--- src/rtl/systolic_operand_feeder_pkg.sv ---
// Shared types and sizing helpers for the systolic operand feeder.
// Localparams below describe the default 3x3 tile; the helpers size any N.
package systolic_operand_feeder_pkg;

  typedef enum logic [2:0] {
    LOAD,
    CLEAR,
    STREAM,
    FLUSH,
    DONE
  } feeder_state_e;

  localparam int unsigned DEF_N         = 3;
  localparam int unsigned DEF_DATA_SIZE = 8;

  function automatic int unsigned tile_elems(input int unsigned n);
    return n * n;
  endfunction

  function automatic int unsigned load_beats(input int unsigned n);
    return 2 * n * n;
  endfunction

  // Skew (n-1) plus hops (n-1) plus the array's output register.
  function automatic int unsigned flush_cycles(input int unsigned n);
    return 2 * n - 1;
  endfunction

  function automatic int unsigned cnt_width(input int unsigned count);
    return (count > 1) ? $clog2(count) : 1;
  endfunction

  localparam int unsigned TILE_ELEMS   = tile_elems(DEF_N);
  localparam int unsigned LOAD_BEATS   = load_beats(DEF_N);
  localparam int unsigned FLUSH_CYCLES = flush_cycles(DEF_N);
  localparam int unsigned LOAD_CNT_W   = cnt_width(LOAD_BEATS);
  localparam int unsigned BEAT_CNT_W   = cnt_width(DEF_N);
  localparam int unsigned FLUSH_CNT_W  = cnt_width(FLUSH_CYCLES);

endpackage

--- src/rtl/systolic_operand_feeder_buf.sv ---
// Tile buffer for the operand feeder: A and B banks share one write port
// addressed by the load index; reads return A column k and B row k.
module feeder_operand_buf
  import systolic_operand_feeder_pkg::*;
#(
  parameter int unsigned DATA_SIZE = DEF_DATA_SIZE,
  parameter int unsigned N         = DEF_N,
  parameter int unsigned IDX_W     = cnt_width(load_beats(N)),
  parameter int unsigned K_W       = cnt_width(N)
) (
  input  logic                   clk,
  input  logic                   wr_en,
  input  logic [IDX_W-1:0]       wr_idx,
  input  logic [DATA_SIZE-1:0]   wr_data,
  input  logic [K_W-1:0]         rd_k,
  output logic [DATA_SIZE*N-1:0] a_col,
  output logic [DATA_SIZE*N-1:0] b_row
);

  localparam int unsigned TILE = tile_elems(N);

  logic [TILE*DATA_SIZE-1:0] a_mem_q, a_mem_d;
  logic [TILE*DATA_SIZE-1:0] b_mem_q, b_mem_d;

  // Indices below TILE land in A, the rest in B, both row-major.
  always_comb begin
    a_mem_d = a_mem_q;
    b_mem_d = b_mem_q;
    for (int e = 0; e < TILE; e++) begin
      if (wr_en && (wr_idx == IDX_W'(e)))
        a_mem_d[e*DATA_SIZE +: DATA_SIZE] = wr_data;
      if (wr_en && (wr_idx == IDX_W'(e + TILE)))
        b_mem_d[e*DATA_SIZE +: DATA_SIZE] = wr_data;
    end
  end

  always_ff @(posedge clk) begin
    a_mem_q <= a_mem_d;
    b_mem_q <= b_mem_d;
  end

  always_comb begin
    a_col = '0;
    b_row = '0;
    for (int k = 0; k < N; k++) begin
      if (rd_k == K_W'(k)) begin
        for (int i = 0; i < N; i++) begin
          a_col[i*DATA_SIZE +: DATA_SIZE] = a_mem_q[(i*N+k)*DATA_SIZE +: DATA_SIZE];
          b_row[i*DATA_SIZE +: DATA_SIZE] = b_mem_q[(k*N+i)*DATA_SIZE +: DATA_SIZE];
        end
      end
    end
  end

endmodule

--- src/rtl/systolic_operand_feeder.sv ---
// Operand sequencer for an N x N output-stationary systolic array: buffers a
// tile of A and B, clears the array, streams N beats, waits for drain.
module systolic_operand_feeder
  import systolic_operand_feeder_pkg::*;
#(
  parameter int unsigned DATA_SIZE = DEF_DATA_SIZE,
  parameter int unsigned N         = DEF_N
) (
  input  logic                   clk,
  input  logic                   reset,
  input  logic [DATA_SIZE-1:0]   ld_data,
  input  logic                   ld_valid,
  output logic                   ld_ready,
  output logic [DATA_SIZE*N-1:0] matrix_a_out,
  output logic [DATA_SIZE*N-1:0] matrix_b_out,
  output logic                   valid_out,
  output logic                   arr_clear,
  output logic                   busy,
  output logic                   tile_done
);

  localparam int unsigned NUM_LOADS = load_beats(N);
  localparam int unsigned NUM_FLUSH = flush_cycles(N);
  localparam int unsigned LD_W      = cnt_width(NUM_LOADS);
  localparam int unsigned BEAT_W    = cnt_width(N);
  localparam int unsigned FL_W      = cnt_width(NUM_FLUSH);

  feeder_state_e     state_q, state_d;
  logic [LD_W-1:0]   load_cnt_q, load_cnt_d;
  logic [BEAT_W-1:0] beat_q, beat_d;
  logic [FL_W-1:0]   flush_q, flush_d;
  logic              ld_xfer;
  logic [DATA_SIZE*N-1:0] a_col, b_row;

  assign ld_ready = (state_q == LOAD) && !reset;
  assign ld_xfer  = ld_valid && ld_ready;

  feeder_operand_buf #(
    .DATA_SIZE (DATA_SIZE),
    .N         (N),
    .IDX_W     (LD_W),
    .K_W       (BEAT_W)
  ) u_buf (
    .clk     (clk),
    .wr_en   (ld_xfer),
    .wr_idx  (load_cnt_q),
    .wr_data (ld_data),
    .rd_k    (beat_q),
    .a_col   (a_col),
    .b_row   (b_row)
  );

  always_comb begin
    state_d    = state_q;
    load_cnt_d = load_cnt_q;
    beat_d     = beat_q;
    flush_d    = flush_q;
    case (state_q)
      LOAD: begin
        if (ld_xfer) begin
          if (load_cnt_q == LD_W'(NUM_LOADS - 1)) begin
            load_cnt_d = '0;
            state_d    = CLEAR;
          end else begin
            load_cnt_d = load_cnt_q + LD_W'(1);
          end
        end
      end
      CLEAR: begin
        beat_d  = '0;
        state_d = STREAM;
      end
      STREAM: begin
        if (beat_q == BEAT_W'(N - 1)) begin
          beat_d  = '0;
          flush_d = '0;
          state_d = FLUSH;
        end else begin
          beat_d = beat_q + BEAT_W'(1);
        end
      end
      FLUSH: begin
        if (flush_q == FL_W'(NUM_FLUSH - 1)) begin
          flush_d = '0;
          state_d = DONE;
        end else begin
          flush_d = flush_q + FL_W'(1);
        end
      end
      DONE: begin
        load_cnt_d = '0;
        state_d    = LOAD;
      end
      default: state_d = LOAD;
    endcase
  end

  always_ff @(posedge clk) begin
    if (reset) begin
      state_q    <= LOAD;
      load_cnt_q <= '0;
      beat_q     <= '0;
      flush_q    <= '0;
    end else begin
      state_q    <= state_d;
      load_cnt_q <= load_cnt_d;
      beat_q     <= beat_d;
      flush_q    <= flush_d;
    end
  end

  // Outputs decode only registered state, so ld_valid never reaches them.
  assign valid_out    = (state_q == STREAM);
  assign matrix_a_out = valid_out ? a_col : '0;
  assign matrix_b_out = valid_out ? b_row : '0;
  assign arr_clear    = (state_q == CLEAR);
  assign tile_done    = (state_q == DONE);
  assign busy         = (state_q != LOAD);

endmodule

--- config.mk ---
export PLATFORM = sky130hd
export DESIGN_NAME = systolic_operand_feeder
export DESIGN_NICKNAME = d
export VERILOG_FILES = /design/src/rtl/systolic_operand_feeder_pkg.sv /design/src/rtl/systolic_operand_feeder_buf.sv /design/src/rtl/systolic_operand_feeder.sv
export SDC_FILE = /design/constraint.sdc
export NUM_CORES = 1
export LEC_CHECK = 0
export CORE_MARGIN = 2
export CORE_UTILIZATION = 55
export DETAILED_ROUTE_END_ITERATION = 7
export GPL_TIMING_DRIVEN = 0
export PLACE_DENSITY = 0.86
export RECOVER_POWER = 25
export SLEW_MARGIN = 20
export SYNTH_ARGS = -nofsm -noshare
export SYNTH_HDL_FRONTEND = slang
export SYNTH_SLANG_ARGS = --single-unit
--- constraint.sdc ---
create_clock -name clk -period 5.97 [get_ports clk]
set_input_delay 0.8955 -clock clk [delete_from_list [all_inputs] [get_ports clk]]
set_output_delay 0.8955 -clock clk [all_outputs]
set_load 0.03 [all_outputs]
# ---- Word-level counts from Yosys, hierarchy flattened
# Index checks and enable logic that the tools add are counted.
dict set report word_totals {
  ff_bits 157
  inputBits 11
  wordCells 105
}
dict set report classes {
  n_addsub 3
  eq_ne 28
  muxes 21
  reduce_logical 31
}
# operator count
set ops {}
lappend ops {{2-to-1 mux 24 bit} 8}
lappend ops {{== test 5 x 4 -> 1 bit, second input constant} 8}
lappend ops {{== test 5 x 3 -> 1 bit, second input constant} 4}
lappend ops {{logical AND 1 bit} 20}
lappend ops {{2-to-1 mux 3 bit} 6}
lappend ops {{case mux 3 bit (4 select lines)} 1}
lappend ops {{== test 5 x 2 -> 1 bit, second input constant} 2}
lappend ops {{== test 5 bit, second input constant} 2}
lappend ops {{2-to-1 mux 5 bit} 2}
lappend ops {{case mux 5 bit (2 select lines)} 1}
lappend ops {{== test 3 x 2 -> 1 bit, second input constant} 2}
lappend ops {{== test 3 bit, second input constant} 2}
lappend ops {{!= test 2 x 1 -> 1 bit, second input constant} 3}
lappend ops {{case mux 3 bit (2 select lines)} 1}
lappend ops {{nonzero test 2 bit} 3}
lappend ops {{adder 5 x 1 -> 5 bit, second input constant} 1}
lappend ops {{== test 5 x 1 -> 1 bit, second input constant} 1}
lappend ops {{logical NOT 5 bit} 1}
lappend ops {{case mux 2 bit (2 select lines)} 1}
lappend ops {{AND reduction 2 bit} 2}
lappend ops {{AND reduction 4 bit} 1}
lappend ops {{adder 3 x 1 -> 3 bit, second input constant} 1}
lappend ops {{== test 3 x 1 -> 1 bit, second input constant} 1}
lappend ops {{logical NOT 3 bit} 1}
lappend ops {{other kinds (8)} 8}

# ---- Longest topological paths before layout
# Gate-level depths: netlist of the first run.
dict set report depth {
  depth_word 5
  ltp_mapped 7
  mapped_depth_nobuf 6
}

# ---- Modules after synthesis
# From an unflattened synthesis of the first run, not the netlist that was laid out.
dict set report unflattened {
  cells_unflattened 422
  area_unflattened_um2 6565.0
}
# module instances cells_per_inst area_per_inst_um2
set modules_own_cells {}
lappend modules_own_cells {feeder_operand_buf 1 284 5514.0}
lappend modules_own_cells {systolic_operand_feeder 1 138 1051.0}

# ---- Worst setup path before layout of the first run
# OpenSTA, ideal clock, no wires.
dict set report synth_timing {
  path_type {input -> output}
  from {input port reset}
  to {output port ld_ready}
  t_arrival_ps 1988
  setup_slack_ps 3087
  path_stages 2
  path_buffers 1
  cell_sequence {clkbuf_1 -> nor4_1}
}
dict set report synth_between {
  elab_chain_cells 2
}
# item line
set synth_rtl {}
lappend synth_rtl {{from (decl)} systolic_operand_feeder.sv:10} ;# input logic reset,
lappend synth_rtl {{logical NOT 1 bit} systolic_operand_feeder.sv:35} ;# assign ld_ready = (state_q == LOAD) && !reset;
lappend synth_rtl {{logical AND 1 bit} systolic_operand_feeder.sv:35}
lappend synth_rtl {{to (decl)} systolic_operand_feeder.sv:13} ;# output logic ld_ready,
# No other way between the ends.

# ---- Worst setup path after layout of the first run
dict set report layout_timing {
  from {register state_q[1]}
  to {output port matrix_b_out[13]}
}
dict set report layout_between {
  elab_chain_cells 2
}
# item line
set layout_rtl {}
lappend layout_rtl {{from (decl)} systolic_operand_feeder.sv:28} ;# feeder_state_e state_q, state_d;
lappend layout_rtl {{from (signal assigned)} systolic_operand_feeder.sv:105} ;# state_q <= state_d;
lappend layout_rtl {{== test 3 x 2 -> 1 bit} systolic_operand_feeder.sv:113} ;# assign valid_out = (state_q == STREAM);
lappend layout_rtl {{2-to-1 mux 24 bit} systolic_operand_feeder.sv:115} ;# assign matrix_b_out = valid_out ? b_row : '0;
lappend layout_rtl {{to (decl)} systolic_operand_feeder.sv:15} ;# output logic [DATA_SIZE*N-1:0] matrix_b_out,
# No other way between the ends.

==> results of run 1 <==
[state kept, by name, summed over array words and instances (netlist names)]
name / flops
beat_q: 2
state_q: 3
load_cnt_q: 5
flush_q: 3
u_buf.b_mem_q: 72
u_buf.a_mem_q: 72
[critical path, stage by stage, from the launching register on]
cell,delay [ns]
dfxtp_1,0.32
clkbuf_1,0.29
or3b_2,0.47
clkbuf_1,0.29
clkbuf_1,0.37
buf_1,0.30
nor2_1,0.16
clkdlybuf4s50_1,0.68
[cells in the mapped netlist]
master	instances	area share [%]
o41ai_1	1	0.14
and2_1	1	0.099
nand3b_1	2	0.24
o21ai_0	3	0.24
o21a_1	1	0.12
nor2_1	117	6.9
nand2b_1	2	0.20
or3b_4	1	0.18
inv_1	8	0.47
dfxtp_1	13	4.1
edfxtp_1	144	68
nor4_1	2	0.20
o22ai_1	1	0.099
mux2i_1	48	7.6
nand3_1	5	0.39
clkbuf_2	1	0.079
or3b_2	2	0.28
nor3b_1	3	0.35
nor2b_1	2	0.20
buf_2	5	0.39
a211oi_1	2	0.24
or3_1	2	0.20
nand4b_1	1	0.14
ha_1	7	1.4
or2_0	1	0.099
or2_2	1	0.099
clkbuf_1	20	1.2
nand2_1	10	0.59
a21oi_1	57	4.5
a22oi_1	1	0.12
a2111oi_0	1	0.14
buf_1	3	0.18
nor3_1	8	0.63
buf_6	1	0.18
[path summary, 6_finish.rpt]
check | end | slack, ns
hold reg to reg | state_q[2] | 0.52
hold / removal | state_q[2] | 0.52
setup / recovery | matrix_b_out[13] | 1.77
setup reg to reg | u_buf.a_mem_q[12] | 2.92
[metrics by stage]
| stage | instances | hold WS [ns] | util, % | cell area (um2) |
|---|---|---|---|---|
| after floorplan | 477 | 0.456 | - | 6350 |
| after global placement | 683 | 0.480 | 63.2 | 7160 |
| after detailed placement | 683 | 0.502 | 63.2 | 7160 |
| after CTS | 715 | 0.512 | 68.7 | 7780 |
| after global routing | 715 | 0.526 | 68.8 | 7780 |
| final | 715 | 0.519 | 68.8 | 7780 |
[power groups by stage]
stage	registers [uW]	logic, uW	clock network (uW)
2_1_floorplan	1230	15.7	0
3_3_place_gp	1230	41.6	0
3_5_place_dp	1230	43.5	0
4_1_cts	1210	45.1	1100
5_1_grt	1210	48.5	1140
6_report	1210	45.1	1100
[logic make-up (layout without fill, tap and decap cells)]
family,count (synthesis),in the layout,share of synthesized area [%]
and+or+nand+nor,160,160,10.8
DFF,157,157,72.2
adders and majority gates,7,7,1.38
AOI/OAI and AO/OA,67,67,5.58
buffers and inverters,38,133,2.48
muxes,48,48,7.57
[area by class of cell]
type / count / area (um2)
Tap cell: 143 / 179
Timing Repair Buffer: 63 / 631
Fill cell: 740 / 3540
Clock inverter: 7 / 67.6
Buffer: 30 / 120
Inverter: 8 / 30.0
Multi-Input combinational cell: 282 / 1620
Sequential cell: 157 / 4580
Clock buffer: 25 / 549
[per-layer routing]
layer  track usage (%)  up-vias  wire length (um)
met3              5.66       53               942
met2              37.1      201              6830
met5                 0        -                 0
met1              27.1     1916              5260
met4              11.7        0               536
li1                  -     1885                 -
==> results.cfg, run 1 <==
[timing]
skew_ns = 0.00773
rsz0062_at_grt = no
fmax_ghz = 0.238
setup_violations = 0
fin_crit_ns = 4.20
fin_ws_ns = 1.77
timing_worst_slew_pin_value_ns = 1.12
drv_slew = 0
setup_tns_ns = 0
period_share_pct = 70.3
slew_headroom_pct = 25.1
finalHoldViolCount = 0

[cells_and_area]
drive_gt1_share_pct = 7.52
fin_nets = 577
layout_commonest_cell = edfxtp_1
final_cell_mix = edfxtp_1 (144), nor2_1 (117), a21oi_1 (57), clkdlybuf4s50_1 (57), mux2i_1 (48)
area_delta_synth_final_pct = 22.6
antenna_cells = 0

[cts]
clock_latency_ns = 0.42
clockRootBuffer = clkbuf_16
post_cts_buffers = 0
clock_sinks = 157
cts_resized = 0
htreeDepth = 4
clk_pin_slew_ns = 0.06
cts_buffers = 17
ctsHoldBuffers = 0
cts_max_path_buffers = 2
cts_tree = done

[critical_path]
start_kind = flop
r2r_cells = 5
required_ns = 5.07
cp_max_fo = 10
arrival_ns = 3.30
cp-end-kind = primary output
crit_type = flop to primary output
reg2reg_from = state_q[1]
setup.worst_path.start = state_q[1]

[pwr]
seqPwrFrac_pct = 51.5
worst_ir_drop_vdd_mv = 0.192
powerDensity_mw_per_mm2 = 302
p_comb_share_pct = 1.9
netSwitchingPower_uw = 449
pwr-share-clk_pct = 46.6
finalPower_uw = 2350
swShare_pct = 19.1
cellLeakagePower_uw = 0.00253
intPower_uw = 1900

[status]
status = completed

[grt]
grt_antenna_before_repair = 0
grt_pass1_vias = 4048
grt_start_max_net_pins = 19
grt_usage_pct = 22.3
overflow = 0
grt_pass1_wl_mm = 20.9

[drt]
drt_iter0_drc = 413
detail-route-antenna-nets = 0
drcViolationCount = 0
dr.pass1.iters = 5
vias = 4055
viasPerCell = 5.67
wl_mm = 13.6
routedWlPerCell_um = 19.0

[floorplanning]
die_w_um = 111
io_pins = 64
die_area_mm2 = 0.0124
die_h_um = 111
start_util_pct = 56.1
rows = 39
core_mm2 = 0.0113

[flow_run]
cap_viol_max_count = 0

[place]
portBuffers = 63
dp_hpwl_mm = 8.09
pre_cts_ws_ns = 2.12
gp_congestion = 0.956

[worst_hold_path]
worstHoldPathCells = 2
hold_class = flop to flop
hold_start = flush_q[2]

[yosys]
syn_area_mm2 = 0.00635
avgSynthCellArea_um2 = 13.3
ys_types = 34
ys_ff_latch = 157
yosysWarnings = 0
synthesis.instances = 477
syn-num-nets = 495
ys_seq_area_share_pct = 72.2
No activity file was read; power rests on OpenSTA's default activity.
==> run 2, diff against run 1 <==
- CORE_UTILIZATION: 55 -> 51
- PLACE_DENSITY: 0.86 -> 0.85
- clock period: 5.97 -> 3.65 ns (I/O delays scaled with it)
==> results.cfg, run 2 (same netlist as run 1, synthesis figures left out) <==
[status]
status = completed

[critical_path]
start_kind = flop
crit_type = flop to primary output
cp-end-kind = primary output
cp_max_fo = 10
arrival_ns = 2.89
required_ns = 3.10

[floorplanning]
start_util_pct = 52.6
die_h_um = 116
die_area_mm2 = 0.0134
die_w_um = 116
rows = 40
core_mm2 = 0.0121
io_pins = 64

[pwr]
cellLeakagePower_uw = 0.00268
powerDensity_mw_per_mm2 = 483
worst_ir_drop_vdd_mv = 0.272

[flow_run]
cap_viol_max_count = 0

[place]
dp_hpwl_mm = 8.45
place_area_mm2 = 0.00720
portBuffers = 63
gp_congestion = 0.883

[timing]
period_share_pct = 94.2
slew_headroom_pct = 43.8
setup_violations = 0
setup_tns_ns = 0
skew_ns = 0.00703
timing_worst_slew_pin_value_ns = 0.837
drv_slew = 0
fmax_ghz = 0.291
fin_crit_ns = 3.44
finalHoldViolCount = 0
rsz0062_at_grt = no

[grt]
grt_pass1_vias = 4074
grt_start_max_net_pins = 19
grt_antenna_before_repair = 0
overflow = 0
grt_pass1_wl_mm = 20.7
grt_usage_pct = 21.0

[cells_and_area]
reg_top3 = u_buf.a_mem_q x72, u_buf.b_mem_q x72, load_cnt_q x5
num-fill-cells = 832
fin_nets = 577
antenna_cells = 0
seq_area_mm2 = 0.00458
area_delta_synth_final_pct = 23.2
fin_area_mm2 = 0.00782
layout_commonest_cell = edfxtp_1
final_core_util_pct = 64.8
multiInputGateArea_mm2 = 0.00163
drive_gt1_share_pct = 8.74
final_cell_mix = edfxtp_1 (144), nor2_1 (117), a21oi_1 (57), mux2i_1 (48), clkdlybuf4s50_1 (47)

[drt]
detail-route-antenna-nets = 0
drt_iter0_drc = 352
vias = 4065
drcViolationCount = 0
routedWlPerCell_um = 18.2
wl_mm = 13.5
dr.pass1.iters = 5
viasPerCell = 5.49

[cts]
clock_latency_ns = 0.42
htreeDepth = 4
clockRootBuffer = clkbuf_16
clock_sinks = 157
ctsHoldBuffers = 0
cts_buffers = 17
cts_max_path_buffers = 2
clk_pin_slew_ns = 0.06
cts_tree = done
post_cts_buffers = 0

[worst_hold_path]
hold_class = flop to flop
## run 2: cell types whose count changed in the layout (fill, tap and decap cells not counted), sizes merged
cell / before / now
dlygate4sd2: 0 / 2
clkbuf: 47 / 38
clkinvlp: 0 / 3
clkdlybuf4s50: 57 / 47
bufinv: 1 / 2
buf: 8 / 9
dlymetal6s2s: 0 / 8
clkinv: 3 / 5
inv: 11 / 13
## run 2: report_power, final
part	leakage, uW	switching (uW)	internal, uW
clock network	0.000279	716	1020
logic	0.00100	52.2	19.7
registers	0.00140	4.34	1970
total	0.00268	773	3010
## run 2: stage by stage
| stage | std cells | hold slack, ns | worst slack [ns] | total power, uW |
|---|---|---|---|---|
| 5_1_grt | 740 | 0.533 | 0.0485 | 3870 |
| 3_5_place_dp | 708 | 0.495 | 0.0917 | 2090 |
| 6_report | 740 | 0.507 | 0.211 | 3780 |
| 3_3_place_gp | 708 | 0.479 | 0.180 | 2080 |
| 4_1_cts | 740 | 0.504 | 0.0259 | 3800 |
| 2_1_floorplan | 477 | 0.456 | 1.19 | 2040 |
## run 2: routing by layer
metal  GRT usage [%]  part of all wire, %  vias to the layer above
met1            26.3                   42                     1962
li1                -                    -                     1883
met4            9.08                  2.5                        0
met3            5.28                  6.5                       29
met2            34.9                   49                      191
met5               0                    0                        -
## run 2: what timing repair did
action	CTS	global route
setup endpoints to repair	14	12
gates resized for setup	4	11
endpoints found under the hold margin	0	0
## run 2: worst paths after layout
kind / cells after the start / slack (ns) / start / end
setup / recovery: 7 / 0.21 / beat_q[1] / matrix_b_out[6]
hold reg to reg: 2 / 0.51 / flush_q[2] / state_q[2]
setup reg to reg: 5 / 0.94 / state_q[1] / u_buf.b_mem_q[30]
hold / removal: 2 / 0.51 / flush_q[2] / state_q[2]
## run 2: final cells by class
type	instances	area share [%]
clock inverters	15	2.06
clock buffers	17	5.44
well taps	168	2.69
multi-input cells	282	20.8
inverters	8	0.384
plain buffers	30	1.68
flip-flops and latches	157	58.6
repair buffers	63	8.29
## run 2: critical path: stages (launching register included)
cell and delay, ns:
dfxtp_1 0.32, clkbuf_1 0.26, nor2b_2 0.36, buf_2 0.32, buf_2 0.28, a21oi_1 0.13, nor2_1 0.11, clkdlybuf4s50_1 0.69
==> run 3, diff against run 2 <==
- CTS_CLUSTER_DIAMETER: not set -> 40
- GPL_ROUTABILITY_DRIVEN: not set -> 0
==> results of run 3 <==
The final DEF is identical to that of run 2; final timing and power are the same.
